--- src/rtl/cvp14_pkg.sv ---
// Shared definitions for the vector memory sequencer: lane geometry, FSM states, grant flag.
// Latency: n/a (types, constants and a pure lane-select function only).
// Backpressure: n/a.
package cvp14_pkg;

    localparam int LANE_W    = 16;                    // bits per lane / memory word
    localparam int NUM_LANES = 16;                    // lanes per vector
    localparam int VEC_W     = LANE_W * NUM_LANES;    // 256-bit vector
    localparam int CNT_W     = $clog2(NUM_LANES);     // lane index / burst count width
    localparam int ADDR_W    = 16;                    // memory word address width

    typedef enum logic [2:0] {
        IDLE   = 3'd0,
        IF_RD  = 3'd1,
        IF_CAP = 3'd2,
        LS_RD  = 3'd3,
        LS_CAP = 3'd4,
        LS_WR  = 3'd5,
        DONE   = 3'd6
    } vmem_state_e;

    // Which requester received the most recent grant; drives round-robin tie break.
    typedef enum logic {
        GNT_FETCH = 1'b0,
        GNT_VEC   = 1'b1
    } gnt_e;

    // Lane idx of a packed vector; lane k occupies bits [16k+15:16k].
    function automatic logic [LANE_W-1:0] lane_of(
        input logic [VEC_W-1:0] vec,
        input logic [CNT_W-1:0] idx
    );
        return vec[int'(idx) * LANE_W +: LANE_W];
    endfunction

endpackage

--- src/rtl/vmem_lane_mux.sv ---
// Selects one 16-bit lane out of a 256-bit vector.
// Latency: combinational, zero cycles.
// Backpressure: none; output follows inputs.
//
// Ports:
//   vec_dat  [255:0] in  : source vector
//   sel      [3:0]   in  : lane index
//   lane_dat [15:0]  out : selected lane
module vmem_lane_mux
    import cvp14_pkg::*;
(
    input  logic [VEC_W-1:0]  vec_dat,
    input  logic [CNT_W-1:0]  sel,
    output logic [LANE_W-1:0] lane_dat
);

    always_comb begin
        lane_dat = lane_of(vec_dat, sel);
    end

endmodule

--- src/rtl/vec_mem_seq.sv ---
// Arbitrates one instruction-fetch port and one vector load/store port onto a single word memory.
// Latency: fetch if_gnt->if_valid 2 cycles; burst of N words takes N+2 (load) / N+1 (store) cycles to ls_done.
// Backpressure: requests are held by the requester until if_gnt / ls_done; memory never stalls.
//
// Ports:
//   Clk1, Reset                 : clock, synchronous active-high reset
//   if_req/if_addr              : fetch request and word address (sampled in IDLE)
//   if_gnt/if_valid/if_data     : fetch grant pulse, data-valid pulse, registered fetched word
//   ls_req/ls_we/ls_base/ls_count/ls_wdata : vector burst request (sampled in IDLE)
//   ls_busy/ls_done/ls_rdata    : burst busy, completion pulse, assembled load vector
//   Addr/RD/WR/V/dataOut/DataIn : memory port; DataIn valid the cycle after RD
//
// Build option: VMEM_ZERO_FILL_EN -- when defined, ls_rdata is cleared at every load grant so
// lanes above ls_count read zero; otherwise those lanes keep their previous contents.
module vec_mem_seq
    import cvp14_pkg::*;
(
    input  logic                Clk1,
    input  logic                Reset,
    input  logic                if_req,
    input  logic [ADDR_W-1:0]   if_addr,
    output logic                if_gnt,
    output logic                if_valid,
    output logic [LANE_W-1:0]   if_data,
    input  logic                ls_req,
    input  logic                ls_we,
    input  logic [ADDR_W-1:0]   ls_base,
    input  logic [CNT_W-1:0]    ls_count,
    input  logic [VEC_W-1:0]    ls_wdata,
    output logic                ls_busy,
    output logic                ls_done,
    output logic [VEC_W-1:0]    ls_rdata,
    output logic [ADDR_W-1:0]   Addr,
    output logic                RD,
    output logic                WR,
    output logic                V,
    output logic [LANE_W-1:0]   dataOut,
    input  logic [LANE_W-1:0]   DataIn
);

    vmem_state_e        state_q,    state_d;
    gnt_e               last_gnt_q, last_gnt_d;
    logic [CNT_W-1:0]   k_q,        k_d;        // lane of the strobe currently on the bus
    logic [CNT_W-1:0]   cnt_q,      cnt_d;      // last lane index of the burst
    logic [VEC_W-1:0]   wdata_q,    wdata_d;
    logic [VEC_W-1:0]   rdata_q,    rdata_d;
    logic [ADDR_W-1:0]  addr_q,     addr_d;
    logic [LANE_W-1:0]  dout_q,     dout_d;
    logic [LANE_W-1:0]  if_data_q,  if_data_d;
    logic               rd_q,       rd_d;
    logic               wr_q,       wr_d;
    logic               v_q,        v_d;
    logic               if_gnt_q,   if_gnt_d;
    logic               if_valid_q, if_valid_d;
    logic               ls_busy_q,  ls_busy_d;
    logic               ls_done_q,  ls_done_d;

    logic               grant_vec;
    logic               grant_fetch;

    logic [VEC_W-1:0]   mux_vec;
    logic [CNT_W-1:0]   mux_sel;
    logic [LANE_W-1:0]  mux_lane;

    // Store data for the next WR strobe. At grant the vector has not been latched yet,
    // so the mux looks at the request input directly.
    vmem_lane_mux u_lane_mux (
        .vec_dat  (mux_vec),
        .sel      (mux_sel),
        .lane_dat (mux_lane)
    );

    // Round-robin: on a tie the vector port wins unless it was the last one granted.
    always_comb begin
        grant_vec   = ls_req && (!if_req || (last_gnt_q == GNT_FETCH));
        grant_fetch = if_req && !grant_vec;
    end

    always_comb begin
        state_d    = state_q;
        last_gnt_d = last_gnt_q;
        k_d        = k_q;
        cnt_d      = cnt_q;
        wdata_d    = wdata_q;
        rdata_d    = rdata_q;
        addr_d     = '0;
        dout_d     = '0;
        if_data_d  = if_data_q;
        rd_d       = 1'b0;
        wr_d       = 1'b0;
        v_d        = 1'b0;
        if_gnt_d   = 1'b0;
        if_valid_d = 1'b0;
        ls_busy_d  = ls_busy_q;
        ls_done_d  = 1'b0;
        mux_vec    = wdata_q;
        mux_sel    = k_q + 1'b1;

        case (state_q)
            IDLE: begin
                if (grant_vec) begin
                    last_gnt_d = GNT_VEC;
                    k_d        = '0;
                    cnt_d      = ls_count;
                    wdata_d    = ls_wdata;
                    addr_d     = ls_base;
                    v_d        = 1'b1;
                    ls_busy_d  = 1'b1;
                    if (ls_we) begin
                        state_d = LS_WR;
                        wr_d    = 1'b1;
                        mux_vec = ls_wdata;
                        mux_sel = '0;
                        dout_d  = mux_lane;
                    end else begin
                        state_d = LS_RD;
                        rd_d    = 1'b1;
`ifdef VMEM_ZERO_FILL_EN
                        rdata_d = '0;
`endif
                    end
                end else if (grant_fetch) begin
                    state_d    = IF_RD;
                    last_gnt_d = GNT_FETCH;
                    rd_d       = 1'b1;
                    addr_d     = if_addr;
                    if_gnt_d   = 1'b1;
                end
            end

            IF_RD: begin
                state_d = IF_CAP;
            end

            IF_CAP: begin
                if_data_d  = DataIn;
                if_valid_d = 1'b1;
                state_d    = IDLE;
            end

            LS_RD: begin
                // DataIn here answers the strobe of the previous cycle, i.e. lane k-1.
                if (k_q != '0) begin
                    rdata_d[int'(k_q - 1'b1) * LANE_W +: LANE_W] = DataIn;
                end
                if (k_q == cnt_q) begin
                    state_d = LS_CAP;
                end else begin
                    k_d    = k_q + 1'b1;
                    addr_d = addr_q + 1'b1;   // 16-bit wrap is intentional
                    rd_d   = 1'b1;
                    v_d    = 1'b1;
                end
            end

            LS_CAP: begin
                // Last strobe went out in the previous cycle; k is still that lane.
                rdata_d[int'(k_q) * LANE_W +: LANE_W] = DataIn;
                state_d   = DONE;
                ls_done_d = 1'b1;
            end

            LS_WR: begin
                if (k_q == cnt_q) begin
                    state_d   = DONE;
                    ls_done_d = 1'b1;
                end else begin
                    k_d    = k_q + 1'b1;
                    addr_d = addr_q + 1'b1;
                    wr_d   = 1'b1;
                    v_d    = 1'b1;
                    dout_d = mux_lane;
                end
            end

            DONE: begin
                state_d   = IDLE;
                ls_busy_d = 1'b0;
            end

            default: begin
                state_d   = IDLE;
                ls_busy_d = 1'b0;
            end
        endcase
    end

    always_ff @(posedge Clk1) begin
        if (Reset) begin
            state_q    <= IDLE;
            last_gnt_q <= GNT_FETCH;
            k_q        <= '0;
            cnt_q      <= '0;
            wdata_q    <= '0;
            rdata_q    <= '0;
            addr_q     <= '0;
            dout_q     <= '0;
            if_data_q  <= '0;
            rd_q       <= 1'b0;
            wr_q       <= 1'b0;
            v_q        <= 1'b0;
            if_gnt_q   <= 1'b0;
            if_valid_q <= 1'b0;
            ls_busy_q  <= 1'b0;
            ls_done_q  <= 1'b0;
        end else begin
            state_q    <= state_d;
            last_gnt_q <= last_gnt_d;
            k_q        <= k_d;
            cnt_q      <= cnt_d;
            wdata_q    <= wdata_d;
            rdata_q    <= rdata_d;
            addr_q     <= addr_d;
            dout_q     <= dout_d;
            if_data_q  <= if_data_d;
            rd_q       <= rd_d;
            wr_q       <= wr_d;
            v_q        <= v_d;
            if_gnt_q   <= if_gnt_d;
            if_valid_q <= if_valid_d;
            ls_busy_q  <= ls_busy_d;
            ls_done_q  <= ls_done_d;
        end
    end

    assign if_gnt   = if_gnt_q;
    assign if_valid = if_valid_q;
    assign if_data  = if_data_q;
    assign ls_busy  = ls_busy_q;
    assign ls_done  = ls_done_q;
    assign ls_rdata = rdata_q;
    assign Addr     = addr_q;
    assign RD       = rd_q;
    assign WR       = wr_q;
    assign V        = v_q;
    assign dataOut  = dout_q;

endmodule

--- config.mk ---
export PLATFORM = sky130hd
export DESIGN_NAME = vec_mem_seq
export DESIGN_NICKNAME = d
export VERILOG_FILES = /design/src/rtl/cvp14_pkg.sv /design/src/rtl/vmem_lane_mux.sv /design/src/rtl/vec_mem_seq.sv
export SDC_FILE = /design/constraint.sdc
export NUM_CORES = 2
export LEC_CHECK = 0
export ABC_AREA = 1
export ABC_CLOCK_PERIOD_IN_PS = 3800
export CAP_MARGIN = 20
export CORE_MARGIN = 1.5
export CORE_UTILIZATION = 42
export CTS_BUF_LIST = sky130_fd_sc_hd__clkbuf_8
export DETAILED_ROUTE_END_ITERATION = 16
export PLACE_DENSITY = 0.8
export SYNTH_ARGS = -nofsm -noshare
export SYNTH_HDL_FRONTEND = slang
export SYNTH_SLANG_ARGS = --single-unit
export TNS_END_PERCENT = 10
--- constraint.sdc ---
create_clock -name Clk1 -period 3.8 [get_ports Clk1]
set_input_delay 0.76 -clock Clk1 [delete_from_list [all_inputs] [get_ports Clk1]]
set_output_delay 0.76 -clock Clk1 [all_outputs]
set_load 0.1 [all_outputs]
==> impl_metrics.tcl <==
set metrics [dict create \
    synth_area_sq_um 29000 \
    drtAntennaViolNets 0 \
    reg2reg_from "k_q[1]$_SDFFE_PP0P_" \
    crit_end "ls_rdata[252]$_SDFFE_PP0P_" \
    placed_area_sq_um 35900 \
    power_mw 20.7 \
    cts.sinks 579 \
    placementRows 96 \
    slew_viol_final 0 \
    status "complete, no violations" \
    clock-skew-final_ps 49.1 \
    syn-num-nets 4886 \
    ioPinCount 624 \
    critPathCaptureType "register" \
    die_w_microns 266 \
    area_growth_pct 31.4 \
    die_area_sq_um 70500 \
    cp_max_fo 16 \
    grt_max_degree 226 \
    io_buffers 623 \
    grt_pass1_vias 30100 \
    cts-resized-gates 0 \
    cts_tree "built" \
    crit_path_frequent_cell "nand2_1" \
    core-area_sq_um 68500 \
    fin_setup_tns_ps 0 \
    final.period_utilization_pct 90.4 \
    via_per_inst 5.42 \
    rr_worst_depth 18 \
    vias 32800 \
    reg2reg_slack_ps 370 \
    required_ps 4400 \
    clock_latency_ps 750 \
    layout_commonest_cell "nand2_1" \
    critPathMaxStageDelay_ps 350 \
    peakVddDrop_uv 573 \
    firstDrtPassIters 6 \
    r2r_end "ls_rdata[252]$_SDFFE_PP0P_" \
    yosysWarnings 0 \
    cp-start-kind "register" \
    clk_pin_slew_ps 60 \
    stdcell_area_sq_um 38000 \
    finalSetupViolations 0 \
    final_layout_size_suffix_gt1_share_pct 7.34 \
    syn_avg_cell_area_sq_um 6.35 \
    startpoint "k_q[1]$_SDFFE_PP0P_" \
    grt-ovfl-total 0 \
    grt_pass1_wl_microns 182000 \
    synth-seq-cells 579 \
    final_nets 5412 \
    yosysUniqueCellTypes 44 \
    routed_wirelength_microns 123000 \
    critPathSlowestCell "nor2_2" \
    postCtsHoldBufs 0 \
    gp_congestion 1.00 \
    initialDrtViolationCount 3725 \
    ys_async_sr_fraction_pct 0 \
    hold_viol_final 0 \
    die_y_microns 266 \
    crit_path_cell_trace "inv_1 -> ha_1 -> nand2_2 -> nor2_4 -> nand3_2 -> ha_1 -> inv_1 -> nand2_1 -> nor2_1 -> nand3_1 -> nand2_1 -> nand3_1 -> nor2_2 -> nand3_2 -> nand2_1 -> nand2_1 -> nor2_1 -> nor2_1" \
    worst_pin_slew_ps 1120 \
    synth_top_flop_cell "dfxtp_1" \
    timing.slew.headroom_pct 24.9 \
    cts_buffers 100 \
    start_util_pct 42.3 \
    drcViolationCount 0 \
    wl_per_cell_microns 20.3 \
    hold_class "register to register" \
    antenna_found_initial 10 \
    post_cts_buffers 0 \
    layout_common_cells "975 x nand2_1, 918 x nor2_1, 607 x clkdlybuf4s50_1" \
    critPathKind "register to register" \
    ys_seq_area_share_pct 40.0 \
    fin_util_pct 55.6 \
    fin_crit_ps 3430 \
    maxCapViolCount 0 \
    grt.total_usage_pct 33.5 \
    power.density_nw_per_um2 543 \
    synth_cells 4562 \
    leakagePower_nw 16.9 \
    cts_max_level 3 \
    rsz0062_at_grt "false" \
    cp.arrival_ps 4030 \
    clk_path_buf_depth 3 \
    synth-edff-count 0 \
    cts_root_buffer "clkbuf_8" \
    fmax_mhz 291 \
    dp_hpwl_microns 88000 \
    worst_hold_slack_ps 453 \
]
## logic make-up after synthesis
group	after synthesis	synth area share, %
AND/OR/NAND/NOR	2311	33.0
adder cells (fa/ha/maj)	11	0.475
XOR/XNOR	8	0.242
AO/OA/AOI/OAI	881	15.8
buffers and inverters	772	10.5
flip-flops	579	40.0
## final cells by class
class                           instances  area (sq um)
Fill cell                            6541         30400
Inverter                              479          1810
Tap cell                              882          1100
Clock buffer                          125          1720
Clock inverter                         56           413
Multi-Input combinational cell       3211         14300
Antenna cell                            7          17.5
Sequential cell                       579         11600
Timing Repair Buffer                  717          7050
## metal layers
metal	wire (microns)	GRT usage [%]
met2	55000	52.5
met1	47300	42.3
met5	35	0
met4	8130	21.0
met3	12200	6.53
## metrics by stage
step                      cells  setup WS, ps
final                      6056           366
after global routing       6056          32.1
after CTS                  6049           312
after detailed placement   5868           385
after global placement     5868           409
after floorplan            4562           149
## worst max-delay path: cells and delay by family (launching register included)
kind | cells | cell delay [ps]
buf+inv | 2 | 120
simple gates | 14 | 2200
flops | 1 | 330
fa+ha+maj | 2 | 640
## worst min path at each step
stage	startpoint	to	slack (ps)	cells past startpoint
CTS	wdata_q[152]$_SDFFE_PP0P_	wdata_q[152]$_SDFFE_PP0P_	450	2
global placement	wdata_q[5]$_SDFFE_PP0P_	wdata_q[5]$_SDFFE_PP0P_	430	2
global route	wdata_q[53]$_SDFFE_PP0P_	wdata_q[53]$_SDFFE_PP0P_	470	2
finish	wdata_q[137]$_SDFFE_PP0P_	wdata_q[137]$_SDFFE_PP0P_	450	2
detailed placement	wdata_q[5]$_SDFFE_PP0P_	wdata_q[5]$_SDFFE_PP0P_	440	2
floorplan	wdata_q[5]$_SDFFE_PP0P_	wdata_q[5]$_SDFFE_PP0P_	420	2
## flip-flops by register name, indices dropped and copies added, names as in the netlist, 3 cells and up
register / cells
dataOut: 16
if_data: 16
state_q: 3
ls_rdata: 256
cnt_q: 4
wdata_q: 256
Addr: 16
k_q: 4
## synthesized netlist by cell type, types with 3 or more instances
library cell / n / share of area [%]
nor4_1: 4 / 0.086
nand3_2: 14 / 0.48
nand2_1: 975 / 13
nand3b_1: 4 / 0.10
o22ai_1: 14 / 0.30
nor2_1: 920 / 12
a22o_1: 4 / 0.12
nor2_2: 10 / 0.22
o21ai_0: 562 / 9.7
a22oi_1: 10 / 0.26
nand2_2: 22 / 0.48
nand2_4: 5 / 0.19
nand3_1: 269 / 4.6
buf_2: 71 / 1.2
nor2_4: 6 / 0.23
buf_6: 4 / 0.16
buf_1: 15 / 0.19
o211ai_1: 25 / 0.65
inv_1: 454 / 5.9
inv_2: 19 / 0.25
a21oi_1: 239 / 4.1
clkinv_1: 5 / 0.065
nand4_1: 49 / 1.1
ha_1: 11 / 0.48
dfxtp_1: 579 / 40
clkbuf_1: 199 / 2.6
xor2_1: 7 / 0.21
or2_2: 20 / 0.43
a31oi_1: 9 / 0.19
o21ai_1: 9 / 0.16
buf_4: 4 / 0.10
nor3_1: 7 / 0.12
o21bai_1: 3 / 0.078
## power by group
part           internal (mW)  switching [mW]
clock                   3.27            2.81
combinational           1.91            4.90
sequential              7.16           0.615
(Power assumes the default switching activity.)
